[src/rtl/jk_drv_pkg.sv]
// Shared types and command encodings for the JK bank driver.
// Commands are {j,k}; 2'b11 tristates the bank and is never issued.
package jk_drv_pkg;

  typedef enum logic [1:0] {
    IDLE   = 2'd0,
    APPLY  = 2'd1,
    SETTLE = 2'd2,
    CHECK  = 2'd3
  } state_e;

  localparam logic [1:0] CMD_HOLD    = 2'b00;
  localparam logic [1:0] CMD_SET     = 2'b10;
  localparam logic [1:0] CMD_RESET   = 2'b01;
  localparam logic [1:0] CMD_ILLEGAL = 2'b11;

  function automatic logic [1:0] cmd_for(input logic tgt_bit);
    return tgt_bit ? CMD_SET : CMD_RESET;
  endfunction

endpackage

[src/rtl/jk_change_picker.sv]
// Combinational: selects the lowest-index set bits of pending_i, at most MAX_CHANGES of them.
// Zero latency; no flow control.
module jk_change_picker #(
  parameter int WIDTH       = 8,
  parameter int MAX_CHANGES = 2
) (
  input  logic [WIDTH-1:0] pending_i,
  output logic [WIDTH-1:0] sel_o
);

  int cnt;

  always_comb begin
    sel_o = '0;
    cnt   = 0;
    for (int i = 0; i < WIDTH; i++) begin
      if (pending_i[i] && (cnt < MAX_CHANGES)) begin
        sel_o[i] = 1'b1;
        cnt      = cnt + 1;
      end
    end
  end

endmodule

[src/rtl/jk_bank_driver.sv]
// Drives a bank of JK flip-flops to a target word, at most MAX_CHANGES bits per cycle, then verifies readback.
// Latency: done pulses ceil(popcount(diff)/MAX_CHANGES)+2 cycles after transfer; tgt_ready is low while busy.
module jk_bank_driver
  import jk_drv_pkg::*;
#(
  parameter int WIDTH       = 8,
  parameter int MAX_CHANGES = 2
) (
  input  logic             clk,
  input  logic             rst_n,
  input  logic             tgt_valid,
  input  logic [WIDTH-1:0] tgt_data,
  output logic             tgt_ready,
  output logic [WIDTH-1:0] j_out,
  output logic [WIDTH-1:0] k_out,
  input  logic [WIDTH-1:0] q_in,
  output logic             busy,
  output logic             done,
  output logic             mismatch
);

  state_e           state_q, state_d;
  logic [WIDTH-1:0] target_q, target_d;
  logic [WIDTH-1:0] pending_q, pending_d;
  logic [WIDTH-1:0] shadow_q, shadow_d;
  logic [WIDTH-1:0] j_q, j_d;
  logic [WIDTH-1:0] k_q, k_d;
  logic             rdy_q, rdy_d;

  logic             take;
  logic [WIDTH-1:0] pend_src;
  logic [WIDTH-1:0] tgt_word;
  logic [WIDTH-1:0] sel;
  logic             apply_go;
  logic             mismatch_w;
  logic [1:0]       cmd;

  // The picker looks at whatever must still be commanded next cycle:
  // the fresh diff on a transfer, otherwise the remaining pending bits.
  always_comb begin
    take     = tgt_valid && rdy_q && (state_q == IDLE);
    pend_src = take ? (tgt_data ^ shadow_q) : pending_q;
    tgt_word = take ? tgt_data : target_q;
  end

  jk_change_picker #(
    .WIDTH       (WIDTH),
    .MAX_CHANGES (MAX_CHANGES)
  ) u_picker (
    .pending_i (pend_src),
    .sel_o     (sel)
  );

  assign mismatch_w = (state_q == CHECK) && (q_in != shadow_q);

  always_comb begin
    state_d   = state_q;
    target_d  = tgt_word;
    pending_d = pending_q;
    shadow_d  = shadow_q;
    j_d       = '0;
    k_d       = '0;
    rdy_d     = 1'b0;
    apply_go  = 1'b0;
    cmd       = CMD_HOLD;

    unique case (state_q)
      IDLE: begin
        rdy_d = 1'b1;
        if (take) begin
          rdy_d = 1'b0;
          if (pend_src != '0) apply_go = 1'b1;
          else                state_d  = SETTLE;
        end
      end
      APPLY: begin
        if (pending_q != '0) apply_go = 1'b1;
        else                 state_d  = SETTLE;
      end
      SETTLE: state_d = CHECK;
      CHECK: begin
        state_d = IDLE;
        rdy_d   = 1'b1;
        if (mismatch_w) shadow_d = q_in;
      end
      default: state_d = IDLE;
    endcase

    // Commands are registered so the bank sees them for exactly one cycle,
    // and the shadow tracks each group as it is issued.
    if (apply_go) begin
      state_d   = APPLY;
      pending_d = pend_src & ~sel;
      for (int i = 0; i < WIDTH; i++) begin
        cmd = sel[i] ? cmd_for(tgt_word[i]) : CMD_HOLD;
        if (cmd == CMD_ILLEGAL) cmd = CMD_HOLD;
        {j_d[i], k_d[i]} = cmd;
        if (sel[i]) shadow_d[i] = tgt_word[i];
      end
    end
  end

  always_ff @(posedge clk or negedge rst_n) begin
    if (!rst_n) begin
      state_q   <= IDLE;
      target_q  <= '0;
      pending_q <= '0;
      shadow_q  <= '0;
      j_q       <= '0;
      k_q       <= '0;
      rdy_q     <= 1'b0;
    end else begin
      state_q   <= state_d;
      target_q  <= target_d;
      pending_q <= pending_d;
      shadow_q  <= shadow_d;
      j_q       <= j_d;
      k_q       <= k_d;
      rdy_q     <= rdy_d;
    end
  end

  assign j_out     = j_q;
  assign k_out     = k_q;
  assign tgt_ready = rdy_q;
  assign busy      = (state_q != IDLE);
  assign done      = (state_q == CHECK);
  assign mismatch  = mismatch_w;

endmodule

[config.mk]
export PLATFORM = sky130hd
export DESIGN_NAME = jk_bank_driver
export DESIGN_NICKNAME = d
export VERILOG_FILES = /design/src/rtl/jk_drv_pkg.sv /design/src/rtl/jk_change_picker.sv /design/src/rtl/jk_bank_driver.sv
export SDC_FILE = /design/constraint.sdc
export NUM_CORES = 1
export LEC_CHECK = 0
export ABC_AREA = 1
export BUFFER_PORTS_ARGS = -buffer_cell sky130_fd_sc_hd__buf_4
export CAP_MARGIN = 20
export CELL_PAD_IN_SITES_DETAIL_PLACEMENT = 1
export CELL_PAD_IN_SITES_GLOBAL_PLACEMENT = 1
export CORE_UTILIZATION = 30
export DETAILED_ROUTE_END_ITERATION = 12
export PLACE_DENSITY_LB_ADDON = 0.1
export SYNTH_ARGS = -nofsm -noshare
export SYNTH_HDL_FRONTEND = slang
export SYNTH_SLANG_ARGS = --single-unit
[constraint.sdc]
create_clock -name clk -period 7.47 [get_ports clk]
set_input_delay 1.494 -clock clk [delete_from_list [all_inputs] [get_ports clk]]
set_output_delay 1.494 -clock clk [all_outputs]
set_load 0.01 [all_outputs]
### Yosys cells after proc, flatten, opt, wreduce, memory -nomap -nowiden

Index checks and enable logic that the tools add are counted.

| operators by class | value |
|---|---|
| $add $sub $neg | 6 |
| multiply operators | 0 |
| divide/modulo/power cells | 0 |
| order comparisons | 7 |
| equality and inequality tests | 15 |
| shifts and indexed selects | 0 |
| mux-type cells | 65 |
| bitwise operators | 3 |
| reductions and logical operators | 15 |

Operators by type and width:

| operator | number |
|---|---|
| 32-bit by 3-bit < comparator with 1-bit output (second input constant) | 6 |
| 32-bit 2-to-1 mux | 6 |
| 32-bit by 2-bit adder with 32-bit output (second input constant) | 5 |
| 2-bit 2-to-1 mux | 28 |
| 8-bit 2-to-1 mux | 7 |
| 1-bit 2-to-1 mux | 21 |
| 2-bit == test (second input constant) | 10 |
| 8-bit nonzero test | 2 |
| 1-bit logical AND | 10 |
| 3-bit inequality test (second input constant) | 3 |
| 8-bit AND | 1 |
| 8-bit inequality test | 1 |
| 8-bit inverter | 1 |
| 2-bit case mux with 4 select lines | 1 |
| 8-bit XOR | 1 |
| 1-bit case mux with 2 select lines | 2 |
| 3-bit AND reduction | 1 |
| 1-bit by 1-bit adder with 2-bit output (second input constant) | 1 |
| 2-bit by 1-bit == test with 1-bit output (second input constant) | 1 |
| 2-bit logical NOT | 1 |
| 1-bit by 2-bit < comparator with 1-bit output (second input constant) | 1 |
| 2-bit nonzero test | 1 |

| word-level totals | value |
|---|---|
| register bits | 43 |
| latch bits | 0 |
| RAM bits | 0 |
| ROM bits | 0 |
| output and inout port bits | 20 |
| memories | 0 |

### Longest topological paths before layout

| depth | value |
|---|---|
| word-level depth | 29 |
| mapped depth | 31 |
| gate-level depth less buffers | 30 |

### Modules after synthesis

Synthesis repeated with hierarchy kept, for this count alone.

| second synthesis, totals | value |
|---|---|
| cell total of the unflattened synthesis | 367 |
| area, all modules | 2,692.6 µm² |

By module, submodules not included:

| module | times used | cells each | area an instance (µm²) | seq. area each (µm²) |
|---|---|---|---|---|
| jk_bank_driver | 1 | 305 | 2,309.7 | 1,076.0 |
| jk_change_picker | 1 | 62 | 382.9 | 0.0 |

### Worst setup path before layout

No wires, ideal clock.

| path | value |
|---|---|
| kind | input to register |
| start | in tgt_valid |
| end | reg shadow_q[7] |
| library setup time | 0.117 ns |
| arrival | 5.154 ns |
| required time | 7.353 ns |
| setup slack | 2.199 ns |
| cell stages on the path | 25 |
| path buffers | 1 |
| path through | nand3_2 > clkbuf_1 > a21oi_1 > ha_1 > inv_1 > nand2_2 > fa_1 > inv_1 > ha_1 > or2_0 > nand2_2 > inv_1 > ha_1 > nand4_1 > nand2_2 > ha_1 > nand3_2 > nand2_2 > ha_1 > inv_1 > nand2_1 > nand3_2 > nand4_2 > nor2_2 > nor2_2 |

| on the way | value |
|---|---|
| word-level cells in the longest chain between the ends | 27 |
| elaborated cells between the ends (all ways) | 38 |
| classes of those cells | add/sub (6); order compare (7); mux (15); reduce/logical (10) |

RTL lines:

| element | RTL line | source |
|---|---|---|
| start: declaration | jk_bank_driver.sv:11 | `input logic tgt_valid,` |
| 1-bit logical AND (*) (2 in series) | jk_bank_driver.sv:41 | `take = tgt_valid && rdy_q && (state_q == IDLE);` |
| 8-bit 2-to-1 mux | jk_bank_driver.sv:42 | `pend_src = take ? (tgt_data ^ shadow_q) : pending_q;` |
| 1-bit 2-to-1 mux | jk_change_picker.sv:17 | `if (pending_i[i] && (cnt < MAX_CHANGES)) begin` |
| 1-bit by 2-bit < comparator with 1-bit output | jk_change_picker.sv:17 |  |
| 1-bit logical AND | jk_change_picker.sv:17 |  |
| 32-bit 2-to-1 mux | jk_change_picker.sv:17 |  |
| 32-bit by 3-bit < comparator with 1-bit output | jk_change_picker.sv:17 |  |
| 1-bit logical AND | jk_change_picker.sv:17 |  |
| [... 11 more ...] | -- |  |
| 1-bit logical AND | jk_change_picker.sv:17 |  |
| 32-bit 2-to-1 mux | jk_change_picker.sv:17 |  |
| 32-bit by 3-bit < comparator with 1-bit output | jk_change_picker.sv:17 |  |
| 1-bit logical AND | jk_change_picker.sv:17 |  |
| 1-bit 2-to-1 mux | jk_change_picker.sv:17 |  |
| 1-bit 2-to-1 mux | jk_bank_driver.sv:98 | `if (sel[i]) shadow_d[i] = tgt_word[i];` |
| 8-bit 2-to-1 mux (*) | jk_bank_driver.sv:91 | `if (apply_go) begin` |
| named net shadow_d[7] | jk_bank_driver.sv:25 | `logic [WIDTH-1:0] shadow_q, shadow_d;` |
| end signal: assignment | jk_bank_driver.sv:116 | `shadow_q <= shadow_d;` |
| end: declaration | jk_bank_driver.sv:25 |  |

The timed path passes the listed nets; every way through them passes the cells marked *.
A chain may end at the register's enable or synchronous reset.

### Worst setup path in the final report

Ends and elaborated chain as after synthesis.

==> impl_metrics.py <==
metrics = {
    "setup_path": {
        "reg2reg_from": "state_q[1]",
        "worstReg2RegEnd": "shadow_q[7]",
        "path_max_fanout": 14,
        "reg2reg_depth": 28,
        "slowest_stage": "a21oi_1",
        "startpoint": "tgt_valid",
        "rrSetupSlack_ps": 2380,
        "endpoint_kind": "flop",
        "crit_end": "shadow_q[7]",
        "cp.required_ps": 7670,
        "start_kind": "primary input",
        "path_class": "primary input to flop",
        "max_stage_delay_ps": 430,
        "arrival_ps": 5780,
    },
    "logic_synthesis": {
        "synthCells": 299,
        "synth_top_area_share_pct": 42.8,
        "synth_top_family_by_area": "simple AND/OR/NAND/NOR gates",
        "synth_edf_count": 0,
        "synthAdderAreaFrac_pct": 6.58,
        "ys_types": 34,
        "synth-compound-area-share_pct": 9.04,
        "async_reset_ff_share_pct": 100,
        "synth.most_common_cell": "nand2_1",
        "synth-seq-cells": 41,
        "avgSynthCellArea_sq_um": 8.01,
        "seq_area_frac_synth_pct": 42.8,
        "ys.flop_type": "dfrtp_1",
        "yosys.area_share.simple_pct": 29.8,
        "synth_area_leaders": "dfrtp_1 (43%), nand2_1 (9.2%), inv_1 (7.2%)",
        "synth_xor_area_share_pct": 3.29,
        "synthTopCellsByCount": "nand2_1 (59), inv_1 (46), dfrtp_1 (41)",
        "ys_warn_count": 0,
        "syn-num-nets": 330,
        "synth_mux_area_share_pct": 0,
        "synth_top_cell_by_area": "dfrtp_1",
        "synth.cell_area_sq_um": 2390,
    },
    "detailed_routing": {
        "num_vias": 2035,
        "drc": 0,
        "routedWlPerCell_microns": 14.3,
        "viasPerCell": 4.59,
        "wirelength_mm": 6.34,
        "drt_iter0_drc": 91,
        "ant_nets": 0,
        "drt_first_pass_iters": 4,
    },
    "layout": {
        "diodes": 0,
        "area_delta_synth_final_pct": 21.6,
        "postLayoutCoreUtil_pct": 37.7,
        "fillerInstances": 954,
        "fin_nets": 371,
        "drive_gt1_share_pct": 23.2,
    },
    "timing": {
        "tns_ps": 0,
        "max_freq_mhz": 179,
        "setup_viol": 0,
        "hold_violations": 0,
        "worst_clock_skew_ps": 6.18,
        "worst_pin_slew_ps": 541,
        "drv_slew": 0,
        "min_period_ps": 5570,
        "slew_headroom_pct": 63.9,
        "rsz0062_at_grt": "no",
        "period_share_pct": 74.6,
    },
    "grt": {
        "grt_pass1_wl_mm": 10.5,
        "track_usage_pct": 16.5,
        "grt_pass1_vias": 2100,
        "antenna_found_initial": 0,
        "grt_overflow_total": 0,
        "grt_max_degree": 42,
    },
    "power": {
        "max-vdd-ir-drop_v": 0.000105,
        "switching_share_pct": 38.7,
        "internal_power_mw": 0.516,
        "p_sw_mw": 0.325,
        "powerDensity_nw_per_um2": 289,
        "pwr-share-comb_pct": 39.9,
        "p_leak_nw": 1.50,
        "seqPwrFrac_pct": 36.7,
        "p_clk_share_pct": 23.3,
    },
    "placement": {
        "portBuffers": 38,
        "globalplace.congestion": 0.778,
        "place_hpwl_mm": 4.76,
    },
    "run": {
        "cap_viol_max_count": 0,
    },
    "clocking": {
        "cts_resized": 0,
        "cts_hold_buf": 0,
        "clkSlewWorstSetupHoldPaths_ps": 90,
        "cts_inserted_buffers": 5,
        "cts.path.max_buffers": 2,
        "clk_latency_ps": 300,
        "cts_tree": "done",
        "cts_setup_buffers": 0,
        "cts-root-buf": "clkbuf_8",
        "clock-sinks": 41,
        "htreeDepth": 2,
    },
    "floorplanning": {
        "dieWidth_microns": 91.3,
        "dieArea_sq_um": 8340,
        "initial_core_util_pct": 31.0,
        "core_area_sq_um": 7730,
        "fp-row-count": 32,
        "io_pins": 39,
        "die_h_microns": 91.3,
    },
    "hold_path": {
        "holdPathStages": 2,
        "hold_class": "flop to flop",
    },
    "outcome": {
        "status": "completed",
    },
}
-- state kept, by name (all words and copies together), names as in the netlist --
signal     count
target_q       8
tgt_ready      1
k_out          8
shadow_q       8
state_q        2
j_out          8
pending_q      6
-- cell families (layout without fill, tap and decap cells) --
kind of cell / count (synthesis) / count (layout)
AO/OA/AOI/OAI: 40 / 40
buffers and inverters: 52 / 94
AND/OR/NAND/NOR: 145 / 145
flip-flops: 41 / 41
XOR/XNOR: 9 / 9
adder cells (fa/ha/maj): 12 / 12
-- critical path: cells and delay by family --
| kind | cells | cell delay (ps) |
|---|---|---|
| AO/OA/AOI/OAI | 1 | 430 |
| XOR/XNOR | 1 | 240 |
| adder cells (fa/ha/maj) | 5 | 1430 |
| buffers and inverters | 5 | 430 |
| AND/OR/NAND/NOR | 15 | 1730 |
-- power groups by stage --
| stage | logic [mW] | registers, mW | clock network, mW |
|---|---|---|---|
| 3_5_place_dp | 0.341 | 0.314 | 0 |
| 2_1_floorplan | 0.240 | 0.307 | 0 |
| 6_report | 0.336 | 0.309 | 0.196 |
| 5_1_grt | 0.384 | 0.315 | 0.210 |
| 4_1_cts | 0.343 | 0.309 | 0.201 |
| 3_3_place_gp | 0.335 | 0.313 | 0 |
-- final cells by class --
class	count	area, sq um	share of cell area (%)
tap	102	128	4.38
timing repair buffer	38	285	9.80
clock buffer	6	82.6	2.84
sequential	41	1030	35.2
multi-input combinational	206	1170	40.1
clock inverter	2	37.5	1.29
inverter	48	185	6.36
-- layer usage --
| layer | share of wire [%] | global-route usage [%] |
|---|---|---|
| met5 | 0 | 0 |
| met2 | 46 | 26.8 |
| met4 | 1.1 | 5.16 |
| met1 | 50 | 22.0 |
| met3 | 2.7 | 3.10 |
-- stage by stage --
stage | setup slack (ps) | power [mW] | hold slack (ps) | instance area [sq um] | instances
after floorplan | 2200 | 0.547 | 471 | 2390 | 299
after global placement | 1820 | 0.648 | 507 | 2790 | 435
after detailed placement | 1600 | 0.654 | 508 | 2790 | 435
after CTS | 1910 | 0.854 | 531 | 2910 | 443
after global routing | 1450 | 0.909 | 548 | 2910 | 443
final | 1900 | 0.841 | 528 | 2910 | 443
-- cells in the final DEF (no fill, tap or decap), types with 4 or more instances in the layout --
cell,netlist,routed
a21oi_1,9,9
dfrtp_1,41,41
inv_1,46,46
nor2_1,28,28
clkbuf_8,0,6
ha_1,11,11
o21ai_0,22,22
nand4_1,6,6
xor2_1,5,5
nand3_2,4,4
buf_4,0,38
or2_2,11,11
nand2_1,59,59
nor2_2,4,4
nand2_2,7,7
xnor2_1,4,4
nand3_1,13,13
-- how the worst min path moves through the flow --
stage / startpoint / to
2_1_floorplan: pending_q[2] / pending_q[2]
3_3_place_gp: pending_q[3] / pending_q[3]
3_5_place_dp: pending_q[3] / pending_q[3]
4_1_cts: pending_q[3] / pending_q[3]
5_1_grt: pending_q[3] / pending_q[3]
6_report: pending_q[3] / pending_q[3]
Note: power is estimated with default switching activity, not from simulation.
